==> src/rtl/cache_mem_arb.sv <==
// rtl/cache_mem_arb.sv - priority/round-robin arbiter and read-return sequencer
// for the single-ported cache data SRAM shared by the line-level controllers.
module cache_mem_arb #(
   parameter int LIST_DEPTH   = 4,
   parameter int LIST_WIDTH   = 32,
   parameter int DATA_WIDTH   = 32,
   parameter int NUM_REQ      = 3,
   parameter int RD_LAT       = 1,
   parameter int STARVE_LIMIT = 8,
   localparam int AW = $clog2(LIST_DEPTH) + $clog2(LIST_WIDTH)
) (
   input  logic                          clk,
   input  logic                          rst_n,
   input  logic                          arb_hold,
   input  logic [NUM_REQ-1:0]            req_ren,
   input  logic [NUM_REQ-1:0]            req_wen,
   input  logic [NUM_REQ*AW-1:0]         req_addr,
   input  logic [NUM_REQ*DATA_WIDTH-1:0] req_wdata,
   input  logic [NUM_REQ*2-1:0]          req_pri,
   output logic [NUM_REQ-1:0]            req_ready,
   output logic [DATA_WIDTH-1:0]         req_rdata,
   output logic [NUM_REQ-1:0]            req_rdata_valid,
   output logic                          sram_en,
   output logic                          sram_we,
   output logic [AW-1:0]                 sram_addr,
   output logic [DATA_WIDTH-1:0]         sram_wdata,
   input  logic [DATA_WIDTH-1:0]         sram_rdata
);

   localparam int IDW = (NUM_REQ > 1) ? $clog2(NUM_REQ) : 1;
   localparam int CW  = $clog2(STARVE_LIMIT + 1);

   logic [NUM_REQ-1:0] active;
   logic [2:0]         epri [NUM_REQ];
   logic [2:0]         max_pri;
   logic [IDW-1:0]     rr_q, rr_d, winner;
   logic [CW-1:0]      wait_q [NUM_REQ];
   logic [CW-1:0]      wait_d [NUM_REQ];
   logic               grant, grant_rd, found;
   int                 scan_idx;
   logic               vld_q [RD_LAT];
   logic [IDW-1:0]     id_q  [RD_LAT];

   assign active = req_ren | req_wen;

   // A starved requester is lifted above every programmable priority.
   always_comb begin
      max_pri = '0;
      for (int i = 0; i < NUM_REQ; i++) begin
         epri[i] = (wait_q[i] == CW'(STARVE_LIMIT)) ? 3'd4 : {1'b0, req_pri[2*i +: 2]};
         if (active[i] && epri[i] > max_pri) max_pri = epri[i];
      end
   end

   always_comb begin
      found    = 1'b0;
      winner   = '0;
      scan_idx = 0;
      for (int k = 0; k < NUM_REQ; k++) begin
         scan_idx = (int'(rr_q) + k) % NUM_REQ;
         if (!found && active[scan_idx] && epri[scan_idx] == max_pri) begin
            found  = 1'b1;
            winner = IDW'(scan_idx);
         end
      end
   end

   assign grant    = !arb_hold && found;
   assign grant_rd = grant && !req_wen[winner];

   always_comb begin
      req_ready  = '0;
      sram_en    = 1'b0;
      sram_we    = 1'b0;
      sram_addr  = '0;
      sram_wdata = '0;
      if (grant) begin
         req_ready[winner] = 1'b1;
         sram_en           = 1'b1;
         sram_we           = req_wen[winner];
         sram_addr         = req_addr[int'(winner)*AW +: AW];
         sram_wdata        = req_wdata[int'(winner)*DATA_WIDTH +: DATA_WIDTH];
      end
   end

   always_comb begin
      rr_d = rr_q;
      if (grant) rr_d = (int'(winner) == NUM_REQ-1) ? '0 : winner + 1'b1;
      for (int i = 0; i < NUM_REQ; i++) begin
         wait_d[i] = wait_q[i];
         if (!active[i] || (grant && winner == IDW'(i)))
            wait_d[i] = '0;
         else if (wait_q[i] != CW'(STARVE_LIMIT))
            wait_d[i] = wait_q[i] + 1'b1;
      end
   end

   always_ff @(posedge clk or negedge rst_n) begin
      if (!rst_n) begin
         rr_q <= '0;
         for (int i = 0; i < NUM_REQ; i++) wait_q[i] <= '0;
         for (int s = 0; s < RD_LAT; s++) begin
            vld_q[s] <= 1'b0;
            id_q[s]  <= '0;
         end
      end else begin
         rr_q <= rr_d;
         for (int i = 0; i < NUM_REQ; i++) wait_q[i] <= wait_d[i];
         vld_q[0] <= grant_rd;
         id_q[0]  <= winner;
         for (int s = 1; s < RD_LAT; s++) begin
            vld_q[s] <= vld_q[s-1];
            id_q[s]  <= id_q[s-1];
         end
      end
   end

   // Read data is not registered here; the SRAM output is already aligned with the strobe.
   assign req_rdata = sram_rdata;

   always_comb begin
      req_rdata_valid = '0;
      if (vld_q[RD_LAT-1]) req_rdata_valid[id_q[RD_LAT-1]] = 1'b1;
   end

   a_no_rw_both : assert property (@(posedge clk) disable iff (!rst_n) (req_ren & req_wen) == '0);

endmodule

==> config.mk <==
export PLATFORM = sky130hd
export DESIGN_NAME = cache_mem_arb
export DESIGN_NICKNAME = d
export VERILOG_FILES = /design/src/rtl/cache_mem_arb.sv
export SDC_FILE = /design/constraint.sdc
export NUM_CORES = 1
export LEC_CHECK = 0
export ABC_AREA = 1
export CORE_ASPECT_RATIO = 0.75
export CORE_MARGIN = 4
export CORE_UTILIZATION = 38
export DETAILED_ROUTE_END_ITERATION = 7
export HOLD_SLACK_MARGIN = 0.1
export PLACE_DENSITY = 0.93
export SLEW_MARGIN = 0
export SYNTH_ARGS = -nofsm -noshare
export SYNTH_HDL_FRONTEND = slang
export SYNTH_SLANG_ARGS = --single-unit
==> constraint.sdc <==
create_clock -name clk -period 7.18 [get_ports clk]
set_clock_uncertainty 0.2 [all_clocks]
set_input_delay 0.718 -clock clk [delete_from_list [all_inputs] [get_ports clk]]
set_output_delay 0.718 -clock clk [all_outputs]
set_load 0.01 [all_outputs]
==> results.txt, run 1 <==
Core Footprint = 8020 um^2
Initial Utilization = 0.397
Cts bufs inserted = 3
Most used DFF post-synth = dfrtp_1
RSZ-0062 raised after global routing = false
Hold Buf Count CTS = 0
R2R cell count = 28
Final hold violation count = 0
Drt drc = 0
Critical path peak fanout = 23
Hold path depth = 2
Worst Hold Class = reg2reg
Slowest-stage cell, CP = clkdlybuf4s50_1
Critical path required time = 6260 ps
Synth Register Bits = 17
Count leader, synth = nand2_1
CP Capture Type = output pin
Final net count = 881
IO Port Bufs = 178
Min-delay src = rr_q[0]$_DFFE_PN0P_
H-tree levels = 1
WHS = 392 ps
Ratio of cells with drive above 1 in the final layout = 0.0826
Vias per cell = 5.02
Grt ovf = 0
Max-Cap Viols = 0
Root Buffer = clkbuf_8
Reg-to-Reg End = wait_q[6]$_DFFE_PN0P_
Max transition margin = 0.500
CP Data Arrival Time = 5780 ps
DRT Pass-1 Iters = 5
Initial antenna violation count = 0
CTS tree = yes
Worst Setup SP = req_wen[0]
Clock-pin slew on the worst setup and hold paths = 60 ps
Most used cell, CP = nand2_1
Worst r2r src = wait_q[9]$_DFFE_PN0P_
Number of enable flip-flop cells after synthesis = 0
Area grow syn2layout = 50.5%
Area leader, netlist = nand2_1
Syn Area/Cell = 5.60 um^2
Delay of the slowest cell on the worst path = 560 ps
Post-CTS Repair Setup Buffers = 0
WS Path Type = in2out
Later-pin clock latency in the skew report = 250 ps
Leak = 2.32 nW
Synth top area cells = nand2_1 (31%), dfrtp_1 (13%), nand3_1 (10%), buf_4 (8.5%), ha_1 (5.5%)
Die Height = 87.3 um
VDD IR max = 0.257 mV
Max clock buf depth = 2
Register area share after synthesis = 0.134
Antenna diodes = 0
Hpwl dp = 10.4 mm
Power per standard cell area = 515 nW/um^2
CP startpoint kind = input pin
Worst-Margin Slew = 748 ps
Mapped Cells = 569
Total I/O pin count = 243
Sink Count = 17
Post_cts resized = 0
Setup TNS after final layout = 0 ps
Post-synth top area share = 0.305
GRT Overall Usage = 0.236
Final Max Tran Viols = 0
Synth warn = 0
DRT iter0 DRCs = 330
Chip width = 114 um
FFs w/ async S/R, synth = 1.00
Hold endpoint = rr_q[0]$_DFFE_PN0P_
Vias after detailed routing = 4049
# setup viols final = 0
Routed len/inst = 15.7 um
Final WL = 12.7 mm
Mapped Nets = 747
GP Congestion = 1.01
Final antenna-violating net count = 0
Die area = 9930 um^2
Achievable Freq = 0.149 GHz
Largest net degree at the start of global routing = 29
Most frequent cells after synthesis = nand2_1 (259), nand3_1 (65), buf_4 (36), inv_1 (32), nor2_1 (22)
Library cells used by synthesis = 31
Ratio of final minimum period to clock period = 0.933
Final min period = 6700 ps
Site row count = 28
Total power = 2.47 mW
Post-Syn Area = 3190 um^2
Vias in the first global route = 3843
Reg2Reg Setup Slack = 2250 ps
Status = completed
Global-route wire length before repair = 19.2 mm
==> flip-flops by register name, indices dropped and copies added, names as in the netlist <==
signal  cells
vld_q       1
wait_q     12
rr_q        2
id_q        2
==> layout by cell type (no fill, tap or decap), drive strengths merged, types with 3 or more instances in the layout <==
cell type / netlist / routed
a21oi: 9 / 9
clkbuf: 1 / 4
clkdlybuf4s50: 0 / 178
dfrtp: 17 / 17
ha: 14 / 14
inv: 51 / 51
nand2: 271 / 271
nand3: 74 / 74
nand3b: 3 / 3
nand4: 17 / 17
nor2: 33 / 33
nor3: 4 / 4
o21ai: 15 / 15
xor2: 4 / 4
==> area by class of cell <==
type	count	area (um^2)
Inverter	51	194
Fill cell	770	3230
Sequential cell	17	425
Multi-Input combinational cell	450	2200
Tap cell	105	131
Clock buffer	4	45.0
Timing Repair Buffer	180	1800
==> critical path: cells and delay by family <==
kind / cells / cell delay [ps]
AO/OA/AOI/OAI: 2 / 340
adder cells (fa/ha/maj): 2 / 550
buffers and inverters: 7 / 1830
AND/OR/NAND/NOR: 18 / 2310
==> worst max path at each step <==
stage	slack, ps	cells after the start	to
floorplan	2340	27	sram_wdata[14]
global placement	550	30	sram_wdata[31]
detailed placement	440	30	sram_wdata[21]
CTS	430	30	sram_wdata[21]
global route	30	30	sram_wdata[21]
finish	480	29	sram_wdata[21]
==> metrics by stage <==
step | setup slack (ps) | utilization | instances | instance area (um^2)
after floorplan | 2340 | - | 569 | 3190
final | 481 | 0.598 | 807 | 4790
after global routing | 30.1 | 0.598 | 807 | 4790
after CTS | 432 | 0.597 | 807 | 4790
after global placement | 553 | 0.591 | 803 | 4740
after detailed placement | 436 | 0.591 | 803 | 4740
==> layer usage <==
metal | wire [um] | track usage | vias up
met4 | 226 | 0.0600 | 0
met3 | 1270 | 0.0597 | 26
met5 | 0 | 0 | -
li1 | - | - | 2036
met1 | 5160 | 0.297 | 1786
met2 | 6000 | 0.404 | 201
==> power by group <==
group	leakage, nW	switching (mW)	total [mW]	internal (mW)
Sequential	0.220	0.0384	0.176	0.137
Clock	0.0228	0.0309	0.0702	0.0393
Combinational	2.08	1.34	2.22	0.885
==> logic make-up after synthesis <==
kind of cell / Yosys count / synth area share
DFF: 17 / 0.134
and+or+nand+nor: 404 / 0.575
xor gates and xnor gates: 6 / 0.0165
AOI/OAI and AO/OA: 26 / 0.0428
buffers and inverters: 102 / 0.177
adders and majority gates: 14 / 0.0550
Note: power is estimated with default switching activity, not from simulation.
==> inputs of run 2 (changes only) <==
--- a/config.mk
+++ b/config.mk
@@ -10,7 +10,7 @@
 export CORE_MARGIN = 4
 export CORE_UTILIZATION = 38
 export DETAILED_ROUTE_END_ITERATION = 7
-export HOLD_SLACK_MARGIN = 0.1
+export HOLD_SLACK_MARGIN = 0.12
 export PLACE_DENSITY = 0.93
 export SLEW_MARGIN = 0
 export SYNTH_ARGS = -nofsm -noshare
==> results of run 2 <==
The final DEF is identical to that of run 1; final timing and power are the same.
==> inputs of run 3 (changes only) <==
--- a/config.mk
+++ b/config.mk
@@ -6,12 +6,14 @@
 export NUM_CORES = 1
 export LEC_CHECK = 0
 export ABC_AREA = 1
+export ABC_CLOCK_PERIOD_IN_PS = 6600
 export CORE_ASPECT_RATIO = 0.75
 export CORE_MARGIN = 4
-export CORE_UTILIZATION = 38
+export CORE_UTILIZATION = 35
 export DETAILED_ROUTE_END_ITERATION = 7
 export HOLD_SLACK_MARGIN = 0.12
-export PLACE_DENSITY = 0.93
+export PLACE_DENSITY = 0.87
+export SETUP_SLACK_MARGIN = 0.02
 export SLEW_MARGIN = 0
 export SYNTH_ARGS = -nofsm -noshare
 export SYNTH_HDL_FRONTEND = slang
==> constraint.sdc (replaced) <==
create_clock -name clk -period 6.6 [get_ports clk]
set_clock_uncertainty 0.2 [all_clocks]
set_input_delay 0.66 -clock clk [delete_from_list [all_inputs] [get_ports clk]]
set_output_delay 0.66 -clock clk [all_outputs]
set_load 0.01 [all_outputs]
==> run 3 against run 2 <==
Effect of this change: first-iteration DRC count increased by 9.1%; global-route usage is 2.1 points lower; highest routed layer unchanged; die area increased by 7.9%; clock power rose by 72%; hold slack worse by 26 ps; utilization decreased by 3.2 points; critical path depth unchanged; critical path type unchanged.
==> results.txt, run 3 (synthesis results as in run 1) <==
Status = completed (unchanged)
Met1 WL = 5.15 mm (was 5.16 mm)
Wire length on met2 = 5.82 mm (was 6.00 mm)
DR top layer = met4 (unchanged)
Max FFs per register = 12 (unchanged)
Final WL = 12.3 mm (was 12.7 mm)
Worst Hold Class = reg2reg (unchanged)
Final core utilization = 0.565 (was 0.598)
IO Port Bufs = 178 (unchanged)
Grt ovf = 0 (unchanged)
Hold path depth = 2 (unchanged)
Later-pin clock latency in the skew report = 250 ps (about the same)
Max-Cap Viols = 0 (unchanged)
DRT iter0 DRCs = 360 (was 330)
Ratio of cells with drive above 1 in the final layout = 0.0919 (was 0.0826)
Root Buffer = clkbuf_16 (was clkbuf_8)
R2R cell count = 27 (was 28)
# setup viols final = 0 (unchanged)
Vias after detailed routing = 4106 (was 4049)
Worst-Margin Slew = 737 ps (was 748 ps)
Delay of the slowest cell on the worst path = 550 ps (was 560 ps)
H-tree levels = 1 (unchanged)
Drt drc = 0 (unchanged)
Initial Utilization = 0.367 (was 0.397)
CTS tree = yes (unchanged)
GRT Overall Usage = 0.215 (was 0.236)
Met3 WL = 1.22 mm (was 1.27 mm)
Chip width = 118 um (was 114 um)
Slowest-stage cell, CP = clkdlybuf4s50_1 (unchanged)
VDD IR max = 0.395 mV (was 0.257 mV)
Initial antenna violation count = 0 (unchanged)
Leak = 2.37 nW (was 2.32 nW)
CP Capture Type = output pin (unchanged)
Biggest regs = wait_q (12), id_q (2), rr_q (2) (unchanged)
Ratio of final minimum period to clock period = 0.932
Worst path depth = 29 (unchanged)
WS Path Type = in2out (unchanged)
CP startpoint kind = input pin (unchanged)
RSZ-0062 raised after global routing = false (unchanged)
Most used cell, CP = nand2_1 (unchanged)
Clock-pin slew on the worst setup and hold paths = 50 ps (was 60 ps)
Final Max Tran Viols = 0 (unchanged)
Site row count = 29 (was 28)
Max clock buf depth = 2 (unchanged)
Largest net degree at the start of global routing = 41 (was 29)
Vias in the first global route = 3773 (was 3843)
Max transition margin = 0.507 (was 0.500)
Area grow syn2layout = 53.8% (was 50.5%)
Hpwl dp = 10.2 mm (was 10.4 mm)
Hold Buf Count CTS = 0 (unchanged)
GP Congestion = 0.916 (was 1.01)
Die Height = 90.6 um (was 87.3 um)
Final min period = 6150 ps
Antenna diodes = 0 (unchanged)
Commonest cells after routing, fill and taps aside = nand2_1 (259), clkdlybuf4s50_1 (178), nand3_1 (65) (unchanged)
Total I/O pin count = 243 (unchanged)
Biggest register = wait_q (unchanged)
Achievable Freq = 0.163 GHz
CP Data Arrival Time = 5290 ps (was 5780 ps)
Final net count = 886 (was 881)
Die area = 10700 um^2 (was 9930 um^2)
Most common cell after layout, fill and taps aside = nand2_1 (unchanged)
Sum of buffers and inverters on the critical path = 6 (was 7)
Final antenna-violating net count = 0 (unchanged)
Critical path peak fanout = 26 (was 23)
Vias per cell = 5.04 (was 5.02)
Critical path required time = 5740 ps (was 6260 ps)
CP top delay family = simple AND/OR/NAND/NOR gates (unchanged)
Sink Count = 17 (unchanged)
Routed len/inst = 15.1 um (was 15.7 um)
Layout fillers = 841 (was 770)
Core Footprint = 8670 um^2 (was 8020 um^2)
Final hold violation count = 0 (unchanged)
DRT Pass-1 Iters = 5 (unchanged)
Global-route wire length before repair = 19.2 mm (unchanged)
Cts bufs inserted = 3 (unchanged)
Power per standard cell area = 567 nW/um^2 (was 515 nW/um^2)
Setup TNS after final layout = 0 ps (unchanged)
## run 3: cell types whose count changed in the layout (fill, tap and decap cells not counted), sizes merged
cell  change
buf       +5
## run 3: repair_timing
action / CTS / global route
buffers inserted: 0 / 3
setup endpoints to repair: 0 / 40
resized for setup: 0 / 4
## run 3: layer usage
layer | global-route usage | vias to the layer above
met4 | 0.0478 | 0
met2 | 0.363 | 208
li1 | - | 2047
met5 | 0 | -
met1 | 0.281 | 1833
met3 | 0.0476 | 18
## run 3: layout make-up
cell class,count,area (um^2),area share
Multi-Input combinational cell,450,2200,0.449
Tap cell,108,135,0.0276
Clock buffer,4,78.8,0.0161
Sequential cell,17,425,0.0868
Inverter,51,196,0.0401
Timing Repair Buffer,185,1860,0.380
## run 3: through the flow
stage                     power (mW)  setup slack (ps)  instance area, um^2  instances  hold WS (ps)
after floorplan                 1.75              1870                 3190        569           164
after global placement          2.55               478                 4780        808           346
after detailed placement        2.61               272                 4780        808           359
after CTS                       2.74               271                 4850        812           368
after global routing            3.03              38.8                 4900        815           411
final                           2.78               451                 4900        815           366
## run 3: worst register-to-register path: stages (launching register included)
cell and delay (ps):
dfrtp_1 420, inv_1 80, ha_1 170, nand3_2 230
nor2_2 230, inv_1 80, ha_1 310, a21oi_1 150
nand2_1 160, nand2_2 150, nand2_1 100, nand2_1 70
inv_1 40, ha_1 300, a21oi_1 180, o21ai_2 100
nand2_4 110, inv_2 80, nand2_1 130, nand2_1 90
nand3_1 70, nand3_1 80, nor2_2 180, nand3_1 140
nor2_2 220, nor2_8 90, o21ai_0 450, nor3_1 100
## run 3: worst paths after layout
check	startpoint	to	slack (ps)
max in group asynchronous	rst_n	wait_q[3]$_DFFE_PN0P_	5080
max reg2reg	wait_q[8]$_DFFE_PN0P_	wait_q[2]$_DFFE_PN0P_	1760
min reg2reg	wait_q[0]$_DFFE_PN0P_	wait_q[0]$_DFFE_PN0P_	370
min in group asynchronous	rst_n	wait_q[4]$_DFFE_PN0P_	650
min	wait_q[0]$_DFFE_PN0P_	wait_q[0]$_DFFE_PN0P_	370
max	req_wen[0]	sram_wdata[20]	450
## run 3: where the power goes
group	switching, mW	leakage [nW]	internal [mW]	total [mW]
clock	0.0394	0.0382	0.0820	0.121
sequential	0.0413	0.220	0.150	0.191
combinational	1.44	2.11	1.03	2.47
==> variant, RTL diff (settings of run 1) <==
Make the reset (`rst_n`) synchronous in one clocked block.
--- a/src/rtl/cache_mem_arb.sv
+++ b/src/rtl/cache_mem_arb.sv
@@ -95,7 +95,7 @@
       end
    end
 
-   always_ff @(posedge clk or negedge rst_n) begin
+   always_ff @(posedge clk) begin
       if (!rst_n) begin
          rr_q <= '0;
          for (int i = 0; i < NUM_REQ; i++) wait_q[i] <= '0;
Formal check against the unedited RTL: differs if rst_n is asserted again (counterexample within 4 cycles, from zero or initial values and one cycle with rst_n low); with rst_n held inactive, the same outputs for 4 cycles.
==> variant against run 1 <==
  * Setup slack improved by 0.18 ns
  * Routed wire length rose by 2.0%
  * Sequential cell count unchanged
  * Area after synthesis grew 2.7%
  * Final area rose by 1.9%
  * Via count up 1.1%
  * Non-clock buffer count shrank 2
  * Critical endpoint is now sram_wdata[5]
  * Largest cell class unchanged
Power is not compared: it rests on default switching activity, and its combinational part moved more than twofold at a synthesized area within 25%.
==> variant: results (changes against run 1) <==
list of most frequent post-synthesis cells 169 x sky130_fd_sc_hd__nand2_1, 100 x sky130_fd_sc_hd__nand3_1, 43 x sky130_fd_sc_hd__inv_1; area fraction in compound gates after synthesis 3.98% (-0.30 points); fraction of final layout cells with drive strength greater than 1 10.9% (+2.7 points); main area contributors after synthesis sky130_fd_sc_hd__nand2_1 19%, sky130_fd_sc_hd__nand3_1 15%, sky130_fd_sc_hd__dfxtp_1 10%; post-synthesis cell type count 32 (+3.2%); outcome complete, no violations; endpoint arrival time on the critical path 5.60 ns (-0.18 ns); Post-synth ARST share 0% (-100 points); adder and majority gate portion of the synthesized area 5.35% (-0.15 points); final cell area excluding filler cells 4890 um2 (+1.9%); post-placement worst setup slack 0.659 ns (+0.223 ns); first-pass GRT wire length 19300 um (+0.90%); total number of sequential cells 17 (unchanged); met2 track utilization from global routing 38.0% (-2.4 points); total wire length 12900 um (+2.0%); grt met1 use 31.3% (+1.6 points); syn avg cell area 5.88 um2 (+5.1%); Buffers excl. clock 178 (-1.1%); fraction of area in multi-input gates 47.8% (+1.9 points); gr usage total 23.7% (+0.15 points); CP Max Fanout 24 (+4.3%); Syn Std Cell Area 3270 um2 (+2.7%); Detail Placement HPWL 10800 um (+3.2%); flip-flop and latch share of the layout cell area 6.96% (-1.9 points); placed cell count 791 (-1.5%); dominant synthesized flop cell sky130_fd_sc_hd__dfxtp_1; number of nets in the finished design 866 (-1.7%); Met3 Wirelength 1340 um (+5.2%); global-route met3 utilization 7.11% (+1.1 points); post-route met1 wirelength 5440 um (+5.3%); DP Area 4810 um2 (+1.3%); net count after synthesis 734 (-1.7%)
## variant: critical path, delay by kind of cell
family                   cells  cell delay [ns]
AO/OA/AOI/OAI                1             0.21
AND/OR/NAND/NOR             21             2.68
adder cells (fa/ha/maj)      2             0.57
buffers and inverters        6             1.38
## variant: worst paths after layout
check	startpoint	end	slack (ns)	depth (start not counted)
worst min-delay path	rr_q[0]	rr_q[0]	0.29	2
worst max-delay path	req_ren[0]	sram_wdata[5]	0.66	30
worst max register to register	wait_q[0][5]	vld_q[0]	2.30	24
worst min register to register	rr_q[0]	rr_q[0]	0.29	2
## variant: where the power goes
group | total [W] | switching, W | internal, W
clock | 0.000113 | 0.0000371 | 0.0000754
combinational | 0.00108 | 0.000633 | 0.000451
sequential | 0.000125 | 0.0000143 | 0.000111
total | 0.00132 | 0.000684 | 0.000637
